### src/rtl/lsm_sequencer_p.sv
// Load/store-multiple sequencer: walks a register list lowest index first,
// issues one word request per set bit with a MEM_REQ/MOC handshake, and
// produces the base-writeback value for the IA/IB/DA/DB addressing modes.
module lsm_sequencer_p #(
    parameter int NREGS      = 16,
    parameter int IDXW       = 4,
    parameter int AW         = 32,
    parameter int WORD_BYTES = 4
) (
    input  logic             CLK,
    input  logic             RESET,
    input  logic             START,
    input  logic [NREGS-1:0] REG_LIST,
    input  logic [AW-1:0]    BASE,
    input  logic             P_BIT,
    input  logic             U_BIT,
    input  logic             LOAD,
    input  logic             WB,
    input  logic             MOC,
    output logic             MEM_REQ,
    output logic             MEM_RW,
    output logic [AW-1:0]    MEM_ADDR,
    output logic [IDXW-1:0]  REG_IDX,
    output logic             RF_LD,
    output logic             WB_EN,
    output logic [AW-1:0]    WB_ADDR,
    output logic             BUSY,
    output logic             DONE
);

    typedef enum logic [2:0] {
        S_IDLE,
        S_SETUP,
        S_ACCESS,
        S_GAP,
        S_FINISH
    } state_t;

    state_t            state_q, state_d;
    logic [NREGS-1:0]  list_q, list_d;
    logic [AW-1:0]     addr_q, addr_d;     // holds BASE during SETUP, then the walking address
    logic [AW-1:0]     fin_q, fin_d;       // final (writeback) address
    logic [IDXW:0]     cnt_q, cnt_d;       // number of registers in the list
    logic [IDXW-1:0]   idx_q, idx_d;
    logic              p_q, p_d, u_q, u_d, load_q, load_d, wb_q, wb_d;
    logic              mem_req_q, mem_req_d, rf_ld_q, rf_ld_d;
    logic              wb_en_q, wb_en_d, busy_q, busy_d, done_q, done_d;
    logic [AW-1:0]     wb_addr_q, wb_addr_d;

    logic [IDXW:0]     pop_cnt;
    logic [AW-1:0]     stride, offset;
    logic [NREGS-1:0]  list_rest;

    function automatic logic [IDXW:0] popcount(input logic [NREGS-1:0] v);
        logic [IDXW:0] c;
        c = '0;
        for (int i = 0; i < NREGS; i++) c = c + (IDXW+1)'(v[i]);
        return c;
    endfunction

    function automatic logic [IDXW-1:0] lowest_set(input logic [NREGS-1:0] v);
        logic [IDXW-1:0] r;
        r = '0;
        for (int i = NREGS - 1; i >= 0; i--) if (v[i]) r = IDXW'(i);
        return r;
    endfunction

    assign pop_cnt   = popcount(list_q);
    assign stride    = AW'(WORD_BYTES);
    assign offset    = stride * AW'(pop_cnt);
    assign list_rest = list_q & (list_q - NREGS'(1));   // list with its lowest set bit cleared

    // Next-state and registered-output logic.
    always_comb begin
        // NOTE: every target gets a default first so no path can infer a latch.
        state_d   = state_q;
        list_d    = list_q;
        addr_d    = addr_q;
        fin_d     = fin_q;
        cnt_d     = cnt_q;
        idx_d     = idx_q;
        p_d       = p_q;
        u_d       = u_q;
        load_d    = load_q;
        wb_d      = wb_q;
        rf_ld_d   = 1'b0;

        unique case (state_q)
            S_IDLE: begin
                if (START) begin
                    list_d  = REG_LIST;
                    addr_d  = BASE;
                    p_d     = P_BIT;
                    u_d     = U_BIT;
                    load_d  = LOAD;
                    wb_d    = WB;
                    state_d = S_SETUP;
                end
            end
            S_SETUP: begin
                // Lowest register always goes to the lowest address, so the
                // decrementing modes start below BASE and walk upward.
                cnt_d = pop_cnt;
                idx_d = lowest_set(list_q);
                if (u_q) begin
                    addr_d = p_q ? addr_q + stride : addr_q;
                    fin_d  = addr_q + offset;
                end else begin
                    addr_d = p_q ? addr_q - offset : addr_q - offset + stride;
                    fin_d  = addr_q - offset;
                end
                state_d = (pop_cnt == '0) ? S_FINISH : S_ACCESS;
            end
            S_ACCESS: begin
                if (MOC) begin
                    rf_ld_d = load_q;
                    list_d  = list_rest;
                    addr_d  = addr_q + stride;
                    state_d = (list_rest == '0) ? S_FINISH : S_GAP;
                end
            end
            S_GAP: begin
                // idx_q keeps the finished register through GAP so RF_LD sees it.
                idx_d   = lowest_set(list_q);
                state_d = S_ACCESS;
            end
            S_FINISH: state_d = S_IDLE;
            default:  state_d = S_IDLE;
        endcase

        mem_req_d = (state_d == S_ACCESS);
        busy_d    = (state_d != S_IDLE);
        done_d    = (state_d == S_FINISH);
        wb_en_d   = done_d && wb_q && (cnt_d != '0);
        wb_addr_d = wb_en_d ? fin_d : '0;
    end

    // State and output registers; reset aborts any operation in flight.
    always_ff @(posedge CLK or negedge RESET) begin
        if (!RESET) begin
            state_q   <= S_IDLE;
            list_q    <= '0;
            addr_q    <= '0;
            fin_q     <= '0;
            cnt_q     <= '0;
            idx_q     <= '0;
            p_q       <= 1'b0;
            u_q       <= 1'b0;
            load_q    <= 1'b0;
            wb_q      <= 1'b0;
            mem_req_q <= 1'b0;
            rf_ld_q   <= 1'b0;
            wb_en_q   <= 1'b0;
            wb_addr_q <= '0;
            busy_q    <= 1'b0;
            done_q    <= 1'b0;
        end else begin
            // NOTE: non-blocking assignments so every flop samples pre-edge values.
            state_q   <= state_d;
            list_q    <= list_d;
            addr_q    <= addr_d;
            fin_q     <= fin_d;
            cnt_q     <= cnt_d;
            idx_q     <= idx_d;
            p_q       <= p_d;
            u_q       <= u_d;
            load_q    <= load_d;
            wb_q      <= wb_d;
            mem_req_q <= mem_req_d;
            rf_ld_q   <= rf_ld_d;
            wb_en_q   <= wb_en_d;
            wb_addr_q <= wb_addr_d;
            busy_q    <= busy_d;
            done_q    <= done_d;
        end
    end

    assign MEM_REQ  = mem_req_q;
    assign MEM_RW   = load_q;
    assign MEM_ADDR = addr_q;
    assign REG_IDX  = idx_q;
    assign RF_LD    = rf_ld_q;
    assign WB_EN    = wb_en_q;
    assign WB_ADDR  = wb_addr_q;
    assign BUSY     = busy_q;
    assign DONE     = done_q;

endmodule

### config.mk
export PLATFORM = sky130hd
export DESIGN_NAME = lsm_sequencer_p
export DESIGN_NICKNAME = d
export VERILOG_FILES = /design/src/rtl/lsm_sequencer_p.sv
export SDC_FILE = /design/constraint.sdc
export NUM_CORES = 1
export LEC_CHECK = 0
export CAP_MARGIN = 20
export CORE_MARGIN = 2
export CORE_UTILIZATION = 25
export CTS_BUF_LIST = sky130_fd_sc_hd__clkbuf_4
export DETAILED_ROUTE_END_ITERATION = 7
export PLACE_DENSITY_LB_ADDON = 0.08
export SLEW_MARGIN = 40
export SYNTH_ARGS = -nofsm -noshare
export SYNTH_HDL_FRONTEND = slang
export SYNTH_SLANG_ARGS = --single-unit
### constraint.sdc
create_clock -name CLK -period 8.05 [get_ports CLK]
set_input_delay 1.61 -clock CLK [delete_from_list [all_inputs] [get_ports CLK]]
set_output_delay 1.61 -clock CLK [all_outputs]
set_load 0.02 [all_outputs]
==> run_summary.xml, run 1 <==
<?xml version="1.0" encoding="UTF-8"?>
<metrics>
  <group name="grt">
    <metric name="pin_count_of_the_biggest_net_entering_global_routing" unit="">69</metric>
    <metric name="global_route.overflow_total" unit="">0</metric>
    <metric name="first_global_vias" unit="">8056</metric>
    <metric name="grt_pass1_wl" unit="um">50200</metric>
    <metric name="groute.usage.overall" unit="%">18.0</metric>
    <metric name="grt_antenna_before_repair" unit="">2</metric>
  </group>
  <group name="critical_path">
    <metric name="rr_worst_depth" unit="">21</metric>
    <metric name="end_kind" unit="">flip-flop</metric>
    <metric name="cp-start-kind" unit="">flip-flop</metric>
    <metric name="crit_type" unit="">flip-flop to flip-flop</metric>
    <metric name="startpoint" unit="">list_q[0]$_DFFE_PN0P_</metric>
    <metric name="slowest_stage" unit="">or4_1</metric>
    <metric name="r2r_end" unit="">MEM_ADDR[29]$_DFFE_PN0P_</metric>
    <metric name="worst-path-stages" unit="">21</metric>
    <metric name="reg2reg_setup_slack" unit="ns">0.83</metric>
    <metric name="worst_r2r_startpoint" unit="">list_q[0]$_DFFE_PN0P_</metric>
    <metric name="critical_path.most_common_cell" unit="">fa_1</metric>
    <metric name="crit_path_end" unit="">MEM_ADDR[29]$_DFFE_PN0P_</metric>
    <metric name="arrival" unit="ns">7.70</metric>
    <metric name="required" unit="ns">8.53</metric>
    <metric name="cp_top_family" unit="">adder cells</metric>
    <metric name="critical_path.max_fanout" unit="">8</metric>
    <metric name="timing.critical_path.buf_inv" unit="">3</metric>
    <metric name="critical_path.cell_chain" unit="">inv_1 &gt; fa_1 &gt; fa_1 &gt; fa_1 &gt; fa_1 &gt; inv_1 &gt; ha_1 &gt; inv_1 &gt; fa_1 &gt; nor2b_1 &gt; o21ai_0 &gt; ha_1 &gt; or4_1 &gt; nor2_1 &gt; nand4_1 &gt; or4_1 &gt; o22ai_1 &gt; or4b_4 &gt; nor3_2 &gt; xnor2_1 &gt; o221ai_2</metric>
    <metric name="critPathMaxStageDelay" unit="ns">0.71</metric>
  </group>
  <group name="clock_tree">
    <metric name="clk-insertion-delay-late" unit="ns">0.61</metric>
    <metric name="clock_sinks" unit="">133</metric>
    <metric name="cts-root-to-sink-buffers" unit="">2</metric>
    <metric name="clkTransAtPathRegs" unit="ns">0.13</metric>
    <metric name="cts_htree_levels" unit="">4</metric>
    <metric name="tritoncts" unit="">built</metric>
    <metric name="cts_hold_buf" unit="">0</metric>
    <metric name="cts_setup_buffers" unit="">0</metric>
    <metric name="cts_root_buffer" unit="">clkbuf_4</metric>
    <metric name="tritoncts_buffer_count" unit="">17</metric>
    <metric name="cts-resized-gates" unit="">0</metric>
  </group>
  <group name="timing">
    <metric name="worst-slew-pin-transition" unit="ns">0.756</metric>
    <metric name="fin_hold_ws" unit="ns">0.478</metric>
    <metric name="tns" unit="ns">0</metric>
    <metric name="period_share" unit="%">89.7</metric>
    <metric name="timing_max_transition_violations_final" unit="">0</metric>
    <metric name="fin_worst_skew" unit="ns">0.0279</metric>
    <metric name="final-hold-violation-count" unit="">0</metric>
    <metric name="slew_headroom" unit="%">49.6</metric>
    <metric name="clock.fmax" unit="MHz">138</metric>
    <metric name="rsz0062_at_grt" unit="">false</metric>
    <metric name="report.final.setup_viol" unit="">0</metric>
    <metric name="post-route-min-period" unit="ns">7.22</metric>
  </group>
  <group name="routing">
    <metric name="drt_pre_antenna_iters" unit="">6</metric>
    <metric name="drt_first_iter_violations" unit="">525</metric>
    <metric name="antenna_violating_nets_post_route" unit="">0</metric>
    <metric name="total_wire_length" unit="um">32900</metric>
    <metric name="post-route-drc-count" unit="">0</metric>
    <metric name="viasPerCell" unit="">5.03</metric>
    <metric name="detailroute.via_count" unit="">8108</metric>
    <metric name="drt-wirelength-per-cell" unit="um">20.4</metric>
  </group>
  <group name="synthesis">
    <metric name="synth_warnings" unit="">0</metric>
    <metric name="average_instance_area_after_synthesis" unit="um2">8.60</metric>
    <metric name="ys_seq_area_share" unit="%">37.2</metric>
    <metric name="synth_enable_flop_cells" unit="">0</metric>
    <metric name="synth_most_common_cell" unit="">dfrtp_1</metric>
    <metric name="synth_top_cell_area_share" unit="%">37.2</metric>
    <metric name="synthCells" unit="">1041</metric>
    <metric name="synth_commonest_cells" unit="">133 x dfrtp_1, 123 x nand2_1, 82 x o21ai_0, 63 x nor2_1, 57 x a21oi_1</metric>
    <metric name="synthDistinctLibCells" unit="">76</metric>
    <metric name="asyncSetResetFlopFracSynth" unit="%">100</metric>
    <metric name="flip_flop_cell_with_the_highest_count_after_synthesis" unit="">dfrtp_1</metric>
    <metric name="synth_area_leaders" unit="">dfrtp_1 37%, nand2_1 5.2%, o21ai_0 4.6%</metric>
    <metric name="netlist_area" unit="um2">8950</metric>
    <metric name="yosys.area.top_type" unit="">dfrtp_1</metric>
    <metric name="synth_seq_cells" unit="">133</metric>
    <metric name="syn-num-nets" unit="">1129</metric>
  </group>
  <group name="floorplanning">
    <metric name="floorplan.io_pins" unit="">130</metric>
    <metric name="floorplan.initialDensity" unit="%">25.3</metric>
    <metric name="fp-row-count" unit="">69</metric>
    <metric name="floorplan.die_area" unit="um2">37300</metric>
    <metric name="fp.dieW" unit="um">193</metric>
    <metric name="die-height" unit="um">193</metric>
    <metric name="core_area" unit="um2">35400</metric>
  </group>
  <group name="placement">
    <metric name="gpl.final_weighted_congestion" unit="">0.871</metric>
    <metric name="post-place-cells" unit="">1581</metric>
    <metric name="dp_hpwl" unit="um">23700</metric>
    <metric name="portBuffers" unit="">129</metric>
    <metric name="placement.cell_area" unit="um2">10700</metric>
  </group>
  <group name="final_layout">
    <metric name="num-nets-final" unit="">1227</metric>
    <metric name="design_area" unit="um2">11000</metric>
    <metric name="layout-drive-gt1-share" unit="%">7.38</metric>
    <metric name="final-instance-count-excl-fill" unit="">1613</metric>
    <metric name="area_growth" unit="%">22.7</metric>
    <metric name="fill_cells" unit="">3825</metric>
  </group>
  <group name="run_status">
    <metric name="outcome" unit="">complete, no violations</metric>
  </group>
  <group name="job">
    <metric name="cap_violations" unit="">0</metric>
  </group>
  <group name="min_path">
    <metric name="holdCritPathClass" unit="">flip-flop to flip-flop</metric>
  </group>
</metrics>
worst reg2reg max path: cells and delay by family (launching register included):
kind                       cells  cell delay (ns)
and+or+nand+nor                7             2.82
AOI/OAI and AO/OA              3             0.51
buffers and inverters          3             0.24
xor gates and xnor gates       1             0.16
adders and majority gates      7             2.91
DFF                            1             0.46
routing by layer:
layer / vias to the layer above / GRT usage, % / share of wire (%)
li1: 3908 / - / -
met1: 3955 / 26.5 / 50
met2: 222 / 26.8 / 43
met3: 23 / 2.90 / 5.2
met4: 0 / 5.33 / 1.7
met5: - / 0 / 0
cell families after synthesis:
group | Yosys count | share of synthesized area, %
XOR/XNOR | 83 | 8.21
buffers and inverters | 116 | 4.95
flip-flops | 133 | 37.2
adder cells (fa/ha/maj) | 33 | 5.59
multiplexers | 16 | 1.92
AND/OR/NAND/NOR | 384 | 22.0
AO/OA/AOI/OAI | 276 | 20.2
state kept, by name, summed over array words and instances (netlist names):
| register | cells |
|---|---|
| RF_LD | 1 |
| WB_ADDR | 32 |
| state_q | 3 |
| u_q | 1 |
| MEM_REQ | 1 |
| REG_IDX | 4 |
| WB_EN | 1 |
| list_q | 16 |
| wb_q | 1 |
| BUSY | 1 |
| DONE | 1 |
| MEM_RW | 1 |
| fin_q | 32 |
| p_q | 1 |
| cnt_q | 5 |
| MEM_ADDR | 32 |
placed cells by master (no fill, tap or decap), types with 36 or more instances in the layout:
cell type and count:
a21oi_1 57, clkdlybuf4s50_1 128, dfrtp_1 133, inv_1 47
nand2_1 122, nor2_1 62, nor2b_1 37, nor3_1 40
o21ai_0 82, xnor2_1 46, xor2_1 36
how the worst min path moves through the flow:
stage / depth (start not counted) / startpoint / endpoint / slack (ns)
3_5_place_dp: 2 / fin_q[27]$_DFF_PN0_ / fin_q[27]$_DFF_PN0_ / 0.45
5_1_grt: 2 / fin_q[27]$_DFF_PN0_ / fin_q[27]$_DFF_PN0_ / 0.50
6_report: 2 / fin_q[27]$_DFF_PN0_ / fin_q[27]$_DFF_PN0_ / 0.48
3_3_place_gp: 2 / fin_q[20]$_DFF_PN0_ / fin_q[20]$_DFF_PN0_ / 0.44
4_1_cts: 2 / fin_q[27]$_DFF_PN0_ / fin_q[27]$_DFF_PN0_ / 0.48
2_1_floorplan: 2 / fin_q[20]$_DFF_PN0_ / fin_q[20]$_DFF_PN0_ / 0.43
stage by stage:
stage	util, %	setup slack [ns]
CTS	31.0	0.862
global placement	30.3	1.01
global route	31.0	0.436
floorplan	-	1.21
finish	31.0	0.827
detailed placement	30.3	0.899
cell type report:
type | instances | area, um2 | share of cell area (%)
Clock inverter | 14 | 113 | 1.03
Sequential cell | 133 | 3330 | 30.3
Timing Repair Buffer | 148 | 1440 | 13.1
Antenna cell | 1 | 2.50 | 0.0228
Clock buffer | 17 | 128 | 1.16
Tap cell | 461 | 577 | 5.25
Inverter | 47 | 176 | 1.61
Multi-Input combinational cell | 792 | 5220 | 47.5
Power of run 1 is not shown: default switching activity piles up to over one toggle a cycle in this logic, so the estimate is an artifact.
==> run 2, diff against run 1 <==
--- a/config.mk
+++ b/config.mk
@@ -11,7 +11,6 @@
 export CTS_BUF_LIST = sky130_fd_sc_hd__clkbuf_4
 export DETAILED_ROUTE_END_ITERATION = 7
 export PLACE_DENSITY_LB_ADDON = 0.08
-export SLEW_MARGIN = 40
 export SYNTH_ARGS = -nofsm -noshare
 export SYNTH_HDL_FRONTEND = slang
 export SYNTH_SLANG_ARGS = --single-unit
==> run 2 against run 1 <==
- global-route usage is 0.099 points higher
- first-iteration DRC count is 18% lower
- critical path depth stayed put
- non-clock buffer count stayed put
- design area is 0.57% higher
- core utilization is 0.18 points higher
- register-to-register slack better by 0.02 ns
- routed wire length hardly changed
==> run_summary.xml, run 2 (synthesis gave the netlist of run 1 again) <==
<?xml version="1.0" encoding="UTF-8"?>
<metrics>
  <group name="final_layout">
    <metric name="register_area" unit="um2">3330</metric>
    <metric name="layout_commonest_cell" unit="">dfrtp_1</metric>
    <metric name="fill_cells" unit="">3822</metric>
    <metric name="mostFrequentLayoutCells" unit="">133 x dfrtp_1, 128 x clkdlybuf4s50_1, 123 x nand2_1, 82 x o21ai_0, 62 x nor2_1</metric>
    <metric name="design_area" unit="um2">11000</metric>
    <metric name="postLayoutCoreUtil" unit="%">31.2</metric>
    <metric name="area_taken_by_multi_input_logic_gates" unit="um2">5210</metric>
    <metric name="layout-drive-gt1-share" unit="%">7.30</metric>
    <metric name="num-nets-final" unit="">1227</metric>
    <metric name="area_growth" unit="%">23.4</metric>
  </group>
  <group name="floorplanning">
    <metric name="floorplan.die_area" unit="um2">37300</metric>
    <metric name="fp-row-count" unit="">69</metric>
    <metric name="die-height" unit="um">193</metric>
    <metric name="core_area" unit="um2">35400</metric>
    <metric name="fp.dieW" unit="um">193</metric>
    <metric name="floorplan.io_pins" unit="">130</metric>
    <metric name="floorplan.initialDensity" unit="%">25.3</metric>
  </group>
  <group name="clock_tree">
    <metric name="clk-insertion-delay-late" unit="ns">0.61</metric>
    <metric name="cts_hold_buf" unit="">0</metric>
    <metric name="cts-resized-gates" unit="">0</metric>
    <metric name="tritoncts_buffer_count" unit="">17</metric>
    <metric name="cts_setup_buffers" unit="">0</metric>
    <metric name="clock_sinks" unit="">133</metric>
    <metric name="cts_htree_levels" unit="">4</metric>
    <metric name="clkTransAtPathRegs" unit="ns">0.13</metric>
    <metric name="cts-root-to-sink-buffers" unit="">2</metric>
    <metric name="tritoncts" unit="">built</metric>
    <metric name="cts_root_buffer" unit="">clkbuf_4</metric>
  </group>
  <group name="timing">
    <metric name="fin_worst_skew" unit="ns">0.0241</metric>
    <metric name="report.final.setup_viol" unit="">0</metric>
    <metric name="rsz0062_at_grt" unit="">false</metric>
    <metric name="fin_ws" unit="ns">0.843</metric>
    <metric name="worst-slew-pin-transition" unit="ns">0.947</metric>
    <metric name="timing_max_transition_violations_final" unit="">0</metric>
    <metric name="post-route-min-period" unit="ns">7.21</metric>
    <metric name="period_share" unit="%">89.5</metric>
    <metric name="tns" unit="ns">0</metric>
    <metric name="final-hold-violation-count" unit="">0</metric>
    <metric name="slew_headroom" unit="%">36.6</metric>
    <metric name="clock.fmax" unit="MHz">139</metric>
  </group>
  <group name="critical_path">
    <metric name="end_kind" unit="">flip-flop</metric>
    <metric name="arrival" unit="ns">7.69</metric>
    <metric name="required" unit="ns">8.53</metric>
    <metric name="crit_type" unit="">flip-flop to flip-flop</metric>
    <metric name="slowest_stage" unit="">or4_1</metric>
    <metric name="critical_path.max_fanout" unit="">8</metric>
    <metric name="critical_path.cell_chain" unit="">inv_1 &gt; fa_1 &gt; fa_1 &gt; fa_1 &gt; fa_1 &gt; inv_1 &gt; ha_1 &gt; inv_1 &gt; fa_1 &gt; nor2b_1 &gt; o21ai_0 &gt; ha_1 &gt; or4_1 &gt; nor2_1 &gt; nand4_1 &gt; or4_1 &gt; o22ai_1 &gt; or4b_4 &gt; nor3_2 &gt; xnor2_1 &gt; o221ai_2</metric>
    <metric name="critPathMaxStageDelay" unit="ns">0.71</metric>
    <metric name="cp-start-kind" unit="">flip-flop</metric>
    <metric name="critical_path.most_common_cell" unit="">fa_1</metric>
  </group>
  <group name="grt">
    <metric name="groute.usage.overall" unit="%">18.1</metric>
    <metric name="global_route.overflow_total" unit="">0</metric>
    <metric name="first_global_vias" unit="">8025</metric>
    <metric name="pin_count_of_the_biggest_net_entering_global_routing" unit="">69</metric>
    <metric name="grt_pass1_wl" unit="um">50400</metric>
    <metric name="grt_antenna_before_repair" unit="">2</metric>
  </group>
  <group name="routing">
    <metric name="drt-wirelength-per-cell" unit="um">20.4</metric>
    <metric name="total_wire_length" unit="um">33000</metric>
    <metric name="drt_pre_antenna_iters" unit="">5</metric>
    <metric name="antenna_violating_nets_post_route" unit="">0</metric>
    <metric name="viasPerCell" unit="">5.04</metric>
    <metric name="drt_first_iter_violations" unit="">433</metric>
    <metric name="post-route-drc-count" unit="">0</metric>
    <metric name="detailroute.via_count" unit="">8126</metric>
  </group>
  <group name="placement">
    <metric name="gpl.final_weighted_congestion" unit="">0.871</metric>
    <metric name="portBuffers" unit="">129</metric>
    <metric name="placement.cell_area" unit="um2">10700</metric>
    <metric name="dp_hpwl" unit="um">23700</metric>
    <metric name="dp_worst_slack" unit="ns">0.910</metric>
  </group>
  <group name="job">
    <metric name="cap_violations" unit="">0</metric>
  </group>
  <group name="run_status">
    <metric name="outcome" unit="">complete, no violations</metric>
  </group>
  <group name="min_path">
    <metric name="holdCritPathClass" unit="">flip-flop to flip-flop</metric>
  </group>
</metrics>
-- run 2: metal layers --
metal  routed length (um)  GRT usage, %  part of all wire, %
met4                  575          5.27                  1.7
met5                    0             0                    0
met2                14100          26.6                   43
met1                16700          26.9                   51
met3                 1610          3.19                  4.9
-- run 2: area by class of cell --
cell class                 count  share of cell area [%]
clock buffer                  18                    1.22
clock inverter                12                    1.63
tap                          461                    5.22
timing repair buffer         148                    13.0
sequential                   133                    30.1
multi-input combinational    792                    47.2
inverter                      47                    1.60
antenna                        1                  0.0227
-- run 2: metrics by stage --
step / instances / hold WS, ns
2_1_floorplan: 1041 / 0.433
3_3_place_gp: 1581 / 0.444
3_5_place_dp: 1581 / 0.451
4_1_cts: 1611 / 0.479
5_1_grt: 1612 / 0.498
6_report: 1612 / 0.474
-- run 2: path summary, 6_finish.rpt --
check	slack, ns	startpoint	cells past startpoint	to
min in group asynchronous	0.99	RESET	1	list_q[13]$_DFFE_PN0P_
hold reg to reg	0.47	fin_q[27]$_DFF_PN0_	2	fin_q[27]$_DFF_PN0_
setup / recovery	0.84	list_q[0]$_DFFE_PN0P_	21	MEM_ADDR[29]$_DFFE_PN0P_
hold / removal	0.47	fin_q[27]$_DFF_PN0_	2	fin_q[27]$_DFF_PN0_
max in group asynchronous	5.65	RESET	2	fin_q[27]$_DFF_PN0_
setup reg to reg	0.84	list_q[0]$_DFFE_PN0P_	21	MEM_ADDR[29]$_DFFE_PN0P_
-- run 2: critical path, delay by kind of cell (launching register included) --
family	cells	cell delay [ns]
XOR/XNOR	1	0.16
buffers and inverters	3	0.24
AO/OA/AOI/OAI	3	0.51
adder cells (fa/ha/maj)	7	2.91
flip-flops	1	0.46
AND/OR/NAND/NOR	7	2.79
Power of run 2 is left out for the same reason.
